$ cat src/rtl/panda_risc_v_pkg.sv
// Shared constants and helpers for the panda_risc_v instruction-fetch path.
package panda_risc_v_pkg;

  localparam int IF_RES_DATA_W = 128;
  localparam int IF_RES_MSG_W  = 4;

  // Bit positions inside the 4-bit fetch message.
  localparam int PRDT_JUMP   = 3;
  localparam int ILLEGAL     = 2;
  localparam int ERR_MSB     = 1;
  localparam int ERR_LSB     = 0;

  // Field boundaries inside the 128-bit fetch data word.
  localparam int PC_MSB      = 127;
  localparam int PC_LSB      = 96;

  typedef enum logic [1:0] {
    IMEM_OK      = 2'b00,
    IMEM_PMP_ERR = 2'b01,
    IMEM_BUS_ERR = 2'b10,
    IMEM_TIMEOUT = 2'b11
  } imem_err_e;

  function automatic logic [31:0] if_res_pc(input logic [IF_RES_DATA_W-1:0] data);
    return data[PC_MSB:PC_LSB];
  endfunction

endpackage

$ cat src/rtl/panda_risc_v_fifo_regs.sv
// Generic first-word-fall-through register FIFO with synchronous clear.
module panda_risc_v_fifo_regs
  import panda_risc_v_pkg::*;
#(
  parameter int depth = 4,
  parameter int width = 136,
  localparam int ptr_w = $clog2(depth),
  localparam int cnt_w = ptr_w + 1
) (
  input  logic             clk,
  input  logic             rst_n,
  input  logic             clr,
  input  logic             wen,
  input  logic [width-1:0] wdata,
  input  logic             ren,
  output logic [width-1:0] rdata,
  output logic             full,
  output logic             empty,
  output logic [cnt_w-1:0] cnt
);

  logic [width-1:0] mem [depth];
  logic [ptr_w-1:0] wptr;
  logic [ptr_w-1:0] rptr;
  logic             push;
  logic             pop;

  assign full  = (cnt == cnt_w'(depth));
  assign empty = (cnt == '0);
  assign push  = wen & ~full & ~clr;
  assign pop   = ren & ~empty & ~clr;
  assign rdata = mem[rptr];

  // NOTE: storage has no reset; every entry is written before valid ever
  // points at it, so resetting it would only cost flops and fan-out.
  always_ff @(posedge clk) begin
    if (push) begin
      mem[wptr] <= wdata;
    end
  end

  // NOTE: sequential state uses non-blocking assignments so every flop
  // samples pre-edge values regardless of block evaluation order.
  always_ff @(posedge clk or negedge rst_n) begin
    if (!rst_n) begin
      wptr <= '0;
      rptr <= '0;
      cnt  <= '0;
    end else if (clr) begin
      wptr <= '0;
      rptr <= '0;
      cnt  <= '0;
    end else begin
      if (push) wptr <= wptr + ptr_w'(1);
      if (pop)  rptr <= rptr + ptr_w'(1);
      case ({push, pop})
        2'b10:   cnt <= cnt + cnt_w'(1);
        2'b01:   cnt <= cnt - cnt_w'(1);
        default: cnt <= cnt;
      endcase
    end
  end

endmodule

$ cat src/rtl/panda_risc_v_if_res_buf.sv
// Fetch-result buffer: stamps wrapping instruction IDs and presents entries FWFT.
// Optional zero-latency empty-buffer bypass: define PANDA_RISC_V_IF_RES_BUF_BYPASS_EN.
module panda_risc_v_if_res_buf
  import panda_risc_v_pkg::*;
#(
  parameter int fifo_depth       = 4,
  parameter int inst_id_width    = 4,
  parameter int simulation_delay = 1
) (
  input  logic                     clk,
  input  logic                     sys_resetn,
  input  logic                     sys_reset_req,
  input  logic                     flush_req,
  input  logic [127:0]             s_if_data,
  input  logic [3:0]               s_if_msg,
  input  logic                     s_if_valid,
  output logic                     s_if_ready,
  output logic [127:0]             m_if_res_data,
  output logic [3:0]               m_if_res_msg,
  output logic [inst_id_width-1:0] m_if_res_id,
  output logic                     m_if_res_valid,
  input  logic                     m_if_res_ready,
  output logic [4:0]               buf_cnt
);

  localparam int entry_w = IF_RES_DATA_W + IF_RES_MSG_W + inst_id_width;
  localparam int cnt_w   = $clog2(fifo_depth) + 1;

  // Register updates are zero-delay in this implementation.
  if (simulation_delay < 0) begin : g_bad_sim_delay
  end

  logic                     clr;
  logic                     push_acc;
  logic [inst_id_width-1:0] id_cnt;
  logic                     fifo_wen;
  logic                     fifo_full;
  logic                     fifo_empty;
  logic [cnt_w-1:0]         fifo_cnt;
  logic [entry_w-1:0]       head;
  logic [IF_RES_DATA_W-1:0] head_data;
  logic [IF_RES_MSG_W-1:0]  head_msg;
  logic [inst_id_width-1:0] head_id;

  assign clr        = flush_req | sys_reset_req;
  assign s_if_ready = ~fifo_full;
  assign push_acc   = s_if_valid & s_if_ready & ~clr;
  assign buf_cnt    = 5'(fifo_cnt);
  assign {head_data, head_msg, head_id} = head;

  // IDs survive flushes so in-flight dependency tracking never sees a reuse.
  always_ff @(posedge clk or negedge sys_resetn) begin
    if (!sys_resetn) begin
      id_cnt <= '0;
    end else if (sys_reset_req) begin
      id_cnt <= '0;
    end else if (push_acc) begin
      id_cnt <= id_cnt + inst_id_width'(1);
    end
  end

`ifdef PANDA_RISC_V_IF_RES_BUF_BYPASS_EN
  logic bypass;

  assign bypass         = fifo_empty & s_if_valid & ~clr;
  // A bypassed beat taken by decode this cycle never needs a storage slot.
  assign fifo_wen       = s_if_valid & ~(bypass & m_if_res_ready);
  assign m_if_res_valid = ~fifo_empty | bypass;

  // NOTE: every output gets a default first so no path can infer a latch.
  always_comb begin
    m_if_res_data = head_data;
    m_if_res_msg  = head_msg;
    m_if_res_id   = fifo_empty ? id_cnt : head_id;
    if (bypass) begin
      m_if_res_data = s_if_data;
      m_if_res_msg  = s_if_msg;
      m_if_res_id   = id_cnt;
    end
  end
`else
  assign fifo_wen       = s_if_valid;
  assign m_if_res_valid = ~fifo_empty;
  assign m_if_res_data  = head_data;
  assign m_if_res_msg   = head_msg;
  // While empty, show the ID the next entry will receive instead of stale storage.
  assign m_if_res_id    = fifo_empty ? id_cnt : head_id;
`endif

  panda_risc_v_fifo_regs #(
    .depth (fifo_depth),
    .width (entry_w)
  ) u_fifo (
    .clk   (clk),
    .rst_n (sys_resetn),
    .clr   (clr),
    .wen   (fifo_wen),
    .wdata ({s_if_data, s_if_msg, id_cnt}),
    .ren   (m_if_res_ready),
    .rdata (head),
    .full  (fifo_full),
    .empty (fifo_empty),
    .cnt   (fifo_cnt)
  );

endmodule

$ cat config.mk
export PLATFORM = sky130hd
export DESIGN_NAME = panda_risc_v_if_res_buf
export DESIGN_NICKNAME = d
export VERILOG_FILES = /design/src/rtl/panda_risc_v_pkg.sv /design/src/rtl/panda_risc_v_fifo_regs.sv /design/src/rtl/panda_risc_v_if_res_buf.sv
export SDC_FILE = /design/constraint.sdc
export NUM_CORES = 1
export LEC_CHECK = 0
export ABC_AREA = 1
export BUFFER_PORTS_ARGS = -buffer_cell sky130_fd_sc_hd__buf_2
export CAP_MARGIN = 15
export CORE_UTILIZATION = 45
export DETAILED_ROUTE_END_ITERATION = 12
export GPL_ROUTABILITY_DRIVEN = 0
export HOLD_SLACK_MARGIN = 0.02
export PLACE_DENSITY = 0.76
export SLEW_MARGIN = 5
export SYNTH_ARGS = -nofsm -noshare
export SYNTH_HDL_FRONTEND = slang
export SYNTH_SLANG_ARGS = --single-unit
$ cat constraint.sdc
create_clock -name clk -period 10.55 [get_ports clk]
set_input_delay 1.055 -clock clk [delete_from_list [all_inputs] [get_ports clk]]
set_output_delay 1.055 -clock clk [all_outputs]
set_load 0.05 [all_outputs]
==> results of run 1 <==
## per-layer routing
| layer | global-route usage (%) | routed length [um] |
|---|---|---|
| met4 | 6.67 | 1070 |
| met5 | 0 | 13 |
| met2 | 31.6 | 22100 |
| met3 | 4.74 | 3370 |
| met1 | 23.6 | 18000 |
## layout make-up
type / count / area [um^2] / share of cell area, %
inverters: 18 / 80.1 / 0.329
clock buffers: 64 / 1410 / 5.80
flip-flops and latches: 555 / 16600 / 68.3
well taps: 600 / 751 / 3.09
clock inverters: 36 / 330 / 1.36
repair buffers: 292 / 1500 / 6.15
multi-input cells: 750 / 3630 / 14.9
diodes: 5 / 12.5 / 0.0514
## synthesized netlist by cell type (all sizes together)
master  instances
ha              5
o21ai         281
buf            39
a31oi           1
dfrtp          11
xnor2           2
edfxtp        544
fa              1
o22ai         136
inv            18
a21boi          1
nor2          284
nand3           4
a21oi           4
conb            1
nand2          29
clkbuf         54
## stage by stage
step | util, % | power (mW) | area [um^2] | std cells | setup slack, ps
global route | 53.6 | 4.75 | 24300 | 2317 | 5740
global placement | 49.7 | 2.77 | 22600 | 2215 | 5620
detailed placement | 49.7 | 2.78 | 22600 | 2215 | 5590
CTS | 53.6 | 4.65 | 24300 | 2315 | 5870
finish | 53.6 | 4.61 | 24300 | 2320 | 5990
floorplan | - | 2.68 | 20700 | 1416 | 2550
## worst reg2reg max path, cell delays in order, from the launching register on
cell,delay [ps]
dfrtp_1,440
nor2_1,100
nand2_1,80
nand2_1,120
nor2_2,250
inv_1,250
nor2_4,760
buf_4,810
buf_4,820
## cell families after synthesis
family | Yosys count
flip-flops | 555
AO/OA/AOI/OAI | 423
AND/OR/NAND/NOR | 317
buffers and inverters | 111
adder cells (fa/ha/maj) | 6
XOR/XNOR | 2
other | 1
## worst paths after layout
path                       slack (ps)  depth (start not counted)                         end
setup / recovery                 5990                          5           m_if_res_data[72]
hold / removal                    330                          1       id_cnt[2]$_DFFE_PN0P_
setup reg to reg                 6480                          8  u_fifo.mem[2][0]$_DFFE_PP_
hold reg to reg                   580                          2   u_fifo.cnt[1]$_DFFE_PN0P_
max in group asynchronous        9970                          1  u_fifo.rptr[0]$_DFFE_PN0P_
min in group clk                  580                          2   u_fifo.cnt[1]$_DFFE_PN0P_
## flip-flops by register name (all words and copies together), names as in the netlist
signal / cells
u_fifo.mem: 544
id_cnt: 4
u_fifo.cnt: 3
u_fifo.rptr: 2
u_fifo.wptr: 2
## report_power, final
| part | internal, mW | switching (mW) | total, mW |
|---|---|---|---|
| registers | 2.45 | 0.00719 | 2.45 |
| clock network | 1.10 | 0.779 | 1.88 |
| logic | 0.0620 | 0.216 | 0.278 |
==> reports/qor.csv, run 1 <==
stage,metric,value,unit
worst_setup_path,crit_type,register to output pin,
clock_network,cts_root_buf,clkbuf_16,
yosys,yosysWarnings,0,
layout,area_growth,17.4,%
layout,nets,1815,
worst_setup_path,crit_slowest_cell,buf_4,
sta,tns,0,ps
yosys,synth_top_family_by_area,compound AO/OA/AOI/OAI gates,
sta,period_minus_slack,4560,ps
yosys,netlist.area_leader.share,78.8,%
yosys,synth_cell_types,22,
place,io_buffers,278,
worst_setup_path,critPathBufInv,3,
worst_setup_path,crit_arrival,3500,ps
die,ios,281,
sta,hold_violations,0,
job,maxCapViolations,0,
sta,fmax,0.219,GHz
worst_setup_path,cp_slowest_stage_delay,960,ps
sta,setup_viol,0,
drt,avgViaCountPerCell,5.46,
drt,wl_per_cell,19.2,um
clock_network,cts.sinks,555,
clock_network,cts_buffer_depth,3,
clock_network,cts_resized,0,
sta,tightest_slew,1110,ps
worst_setup_path,worstPathRequired,9500,ps
global_route,grt_pass1_wl,68000,um
yosys,yosys-mux-area-fraction,0,%
yosys,avgSynthCellArea,14.6,um^2
yosys,yosys.area_share.simple,5.79,%
yosys,seq_area_frac_synth,80.2,%
yosys,synth.area.top_cells,"edfxtp_1 79%, o21ai_0 6.5%, nor2_1 5.1%",
sta,hold_slack,334,ps
drt,ant_nets,0,
drt,vias,12700,
global_route,grt_use_total,18.8,%
power,p_leak,8.49,nW
drt,wl,44600,um
die,dieArea,46900,um^2
clock_network,post-cts-setup-buffers,0,
layout,final_cell_mix,"544 x edfxtp_1, 278 x nor2_1, 278 x buf_2",
clock_network,cts_hold_buffers,0,
drt,drtPass1Iterations,7,
place,dp_hpwl,24400,um
clock_network,clk_pin_slew,60,ps
global_route,grt_pass1_vias,12600,
global_route,grt_max_degree,166,
power,power.density,189,nW/um^2
outcome,status,"finished, final reports clean",
yosys,syn_inst,1415,
yosys,synth_fa_ha_area_share,0.399,%
sta,slew_viol_final,0,
drt,drc_errors,0,
min_path,hold_path_class,input pin to asynchronous set/reset pin,
layout,drive_gt1_share,22.3,%
worst_setup_path,cp_top_family,buffers and inverters,
drt,drt_iter0_drc,1045,
power,ir_drop,0.141,mV
yosys,synthesis.area,20700,um^2
worst_setup_path,path_cells,inv_8 -> buf_4 -> o21ai_0 -> o22ai_1 -> buf_2,
sta,rsz0062_at_grt,no,
layout,fillers,3637,
die,core,45400,um^2
clock_network,cts_tree,done,
die,start_util,45.7,%
layout,final_common_cell,edfxtp_1,
global_route,antenna_found_initial,4,
clock_network,htree_levels,2,
worst_setup_path,rr_startpoint,u_fifo.cnt[0]$_DFFE_PN0P_,
worst_setup_path,worstSetupEndpointType,output pin,
global_route,gr-total-overflow,0,
clock_network,cts_made_buffers,54,
yosys,synth-xor-area-share,0.0845,%
worst_setup_path,cp-startpoint,u_fifo.rptr[0]$_DFFE_PN0P_,
yosys,synth_compound_area_share,11.1,%
worst_setup_path,crit_fanout,165,
sta,max-slew-margin-rel,26.1,%
die,rows,78,
sta,finalClockSkew,11.5,ps
die,die_w,217,um
sta,fin_crit_sh,43.2,%
yosys,synth_seq_cells,555,
clock_network,clkLatencyLatePin,600,ps
worst_setup_path,startpoint_type,register,
yosys,synth_top_cell_by_area,edfxtp_1,
die,die_height,217,um
(Power assumes the default switching activity.)
==> inputs of run 2 (changes only) <==
Clock period 10.55 ns to 4.6 ns, I/O delays scaled along.
==> reports/qor.csv, run 2 (same netlist as run 1, synthesis figures left out) <==
stage,metric,value,unit,change
outcome,status,"finished, final reports clean",,
clock_network,clkLatencyLatePin,580,ps,-20 ps
min_path,hold_path_class,input pin to register,,
die,dieArea,46900,um^2,unchanged
drt,wl,44800,um,+0.47%
drt,drtPass1Iterations,5,,-2
power,p_leak,8.52,nW,+0.45%
drt,vias,12700,,+0.64%
global_route,antenna_found_initial,8,,+4
layout,top_regs,"u_fifo.mem (544), id_cnt (4), u_fifo.cnt (3)",,
min_path,min_path_cells,1,,
worst_setup_path,worstPathRequired,4140,ps,-5360 ps
sta,tightest_slew,1180,ps,+67.2 ps
die,ios,281,,unchanged
layout,fillers,3609,,-0.77%
drt,wl_per_cell,19.3,um,+0.21%
die,core,45400,um^2,unchanged
layout,largest_reg_flops,544,,unchanged
job,maxCapViolations,0,,unchanged
layout,area_growth,18.2,%,
power,ir_drop,0.336,mV,+140%
place,io_buffers,278,,unchanged
place,pre_cts_ws,1420,ps,-4170 ps
sta,max-slew-margin-rel,21.6,%,-4.5 points
sta,rsz0062_at_grt,no,,
layout,drive_gt1_share,22.0,%,-0.24 points
sta,hold_violations,0,,unchanged
worst_setup_path,worstSetupEndpointType,output pin,,
global_route,grt_max_degree,199,,+20%
layout,final_cell_mix,"544 x edfxtp_1, 278 x nor2_1, 278 x buf_2",,
clock_network,htree_levels,2,,unchanged
sta,slew_viol_final,0,,unchanged
power,power.density,430,nW/um^2,+130%
worst_setup_path,crit_fanout,198,,+20%
global_route,grt_pass1_vias,12500,,-0.54%
layout,final_core_util,54.0,%,+0.36 points
clock_network,cts.sinks,555,,unchanged
power,power.total,10.5,mW,+130%
worst_setup_path,startpoint_type,register,,
clock_network,clk_pin_slew,60,ps,about the same
sta,fin_crit_sh,82.0,%,
clock_network,post-cts-setup-buffers,0,,unchanged
layout,stdcell_count,2326,,+0.26%
clock_network,cts_made_buffers,54,,unchanged
clock_network,cts_root_buf,clkbuf_16,,
clock_network,cts_buffer_depth,3,,unchanged
sta,worst_slack,826,ps,-5170 ps
drt,drt_iter0_drc,1144,,+9.5%
place,dp_hpwl,25100,um,+2.8%
layout,nets,1823,,+0.44%
clock_network,cts_tree,done,,
die,die_w,217,um,unchanged
sta,fmax,0.265,GHz,
global_route,gr-total-overflow,0,,unchanged
place,placed_cells,2222,,+0.32%
drt,avgViaCountPerCell,5.48,,+0.38%
die,die_height,217,um,unchanged
worst_setup_path,rr_worst_depth,7,,-1
worst_setup_path,crit_arrival,3310,ps,-190 ps
worst_setup_path,crit_type,register to output pin,,
die,rows,78,,unchanged
layout,final_common_cell,edfxtp_1,,
sta,finalClockSkew,9.95,ps,-1.55 ps
drt,ant_nets,0,,unchanged
sta,period_minus_slack,3770,ps,
global_route,grt_pass1_wl,67900,um,-0.24%
sta,setup_viol,0,,unchanged
global_route,grt_use_total,18.7,%,-0.14 points
drt,drc_errors,0,,unchanged
layout,regMostFlops,u_fifo.mem,,
die,start_util,45.7,%,unchanged
[run 2: final cells by class]
class | count | area [um^2] | area share (%)
well taps | 600 | 751 | 3.07
flip-flops and latches | 555 | 16600 | 67.9
multi-input cells | 750 | 3630 | 14.8
repair buffers | 300 | 1680 | 6.88
clock inverters | 20 | 195 | 0.797
clock buffers | 77 | 1520 | 6.21
inverters | 18 | 77.6 | 0.317
diodes | 6 | 15.0 | 0.0613
[run 2: path summary, 6_finish.rpt]
kind	startpoint	endpoint	slack [ps]
worst max-delay path	u_fifo.rptr[0]$_DFFE_PN0P_	m_if_res_data[61]	830
worst min-delay path	s_if_data[67]	u_fifo.mem[2][75]$_DFFE_PP_	90
worst max register to register	u_fifo.cnt[1]$_DFFE_PN0P_	u_fifo.mem[3][61]$_DFFE_PP_	1780
worst min register to register	u_fifo.cnt[0]$_DFFE_PN0P_	u_fifo.cnt[0]$_DFFE_PN0P_	580
max in group asynchronous	sys_resetn	u_fifo.rptr[0]$_DFFE_PN0P_	4040
min in group asynchronous	sys_resetn	id_cnt[0]$_DFFE_PN0P_	310
[run 2: per-stage QoR]
stage	TNS [ps]	area (um^2)	hold slack, ps
after CTS	0	24500	40.3
final	0	24500	90.0
after global routing	0	24500	49.4
after floorplan	-618010	20700	164
after global placement	0	22700	344
after detailed placement	0	22700	354
[run 2: worst max-delay path, stage by stage (launching register included)]
cell     delay (ps)
dfrtp_4         930
buf_12          460
o21ai_0         290
o22ai_1         270
buf_2           300
[run 2: where the power goes]
group	internal (mW)	switching, mW
combinational	0.146	0.491
sequential	5.61	0.0232
clock	2.51	1.74
[run 2: what timing repair did]
item	in CTS	in global routing
hold buffers	1	0
resized for setup	0	0
hold endpoints to repair	11	0
[run 2: metal layers]
metal	up-vias	wire, um	share of wire, %	GRT usage, %
met5	-	43	0.096	0
met4	6	1260	2.8	7.02
met3	91	3340	7.5	4.62
met2	486	22400	50	31.6
met1	6309	17800	40	23.1
li1	5850	-	-	-
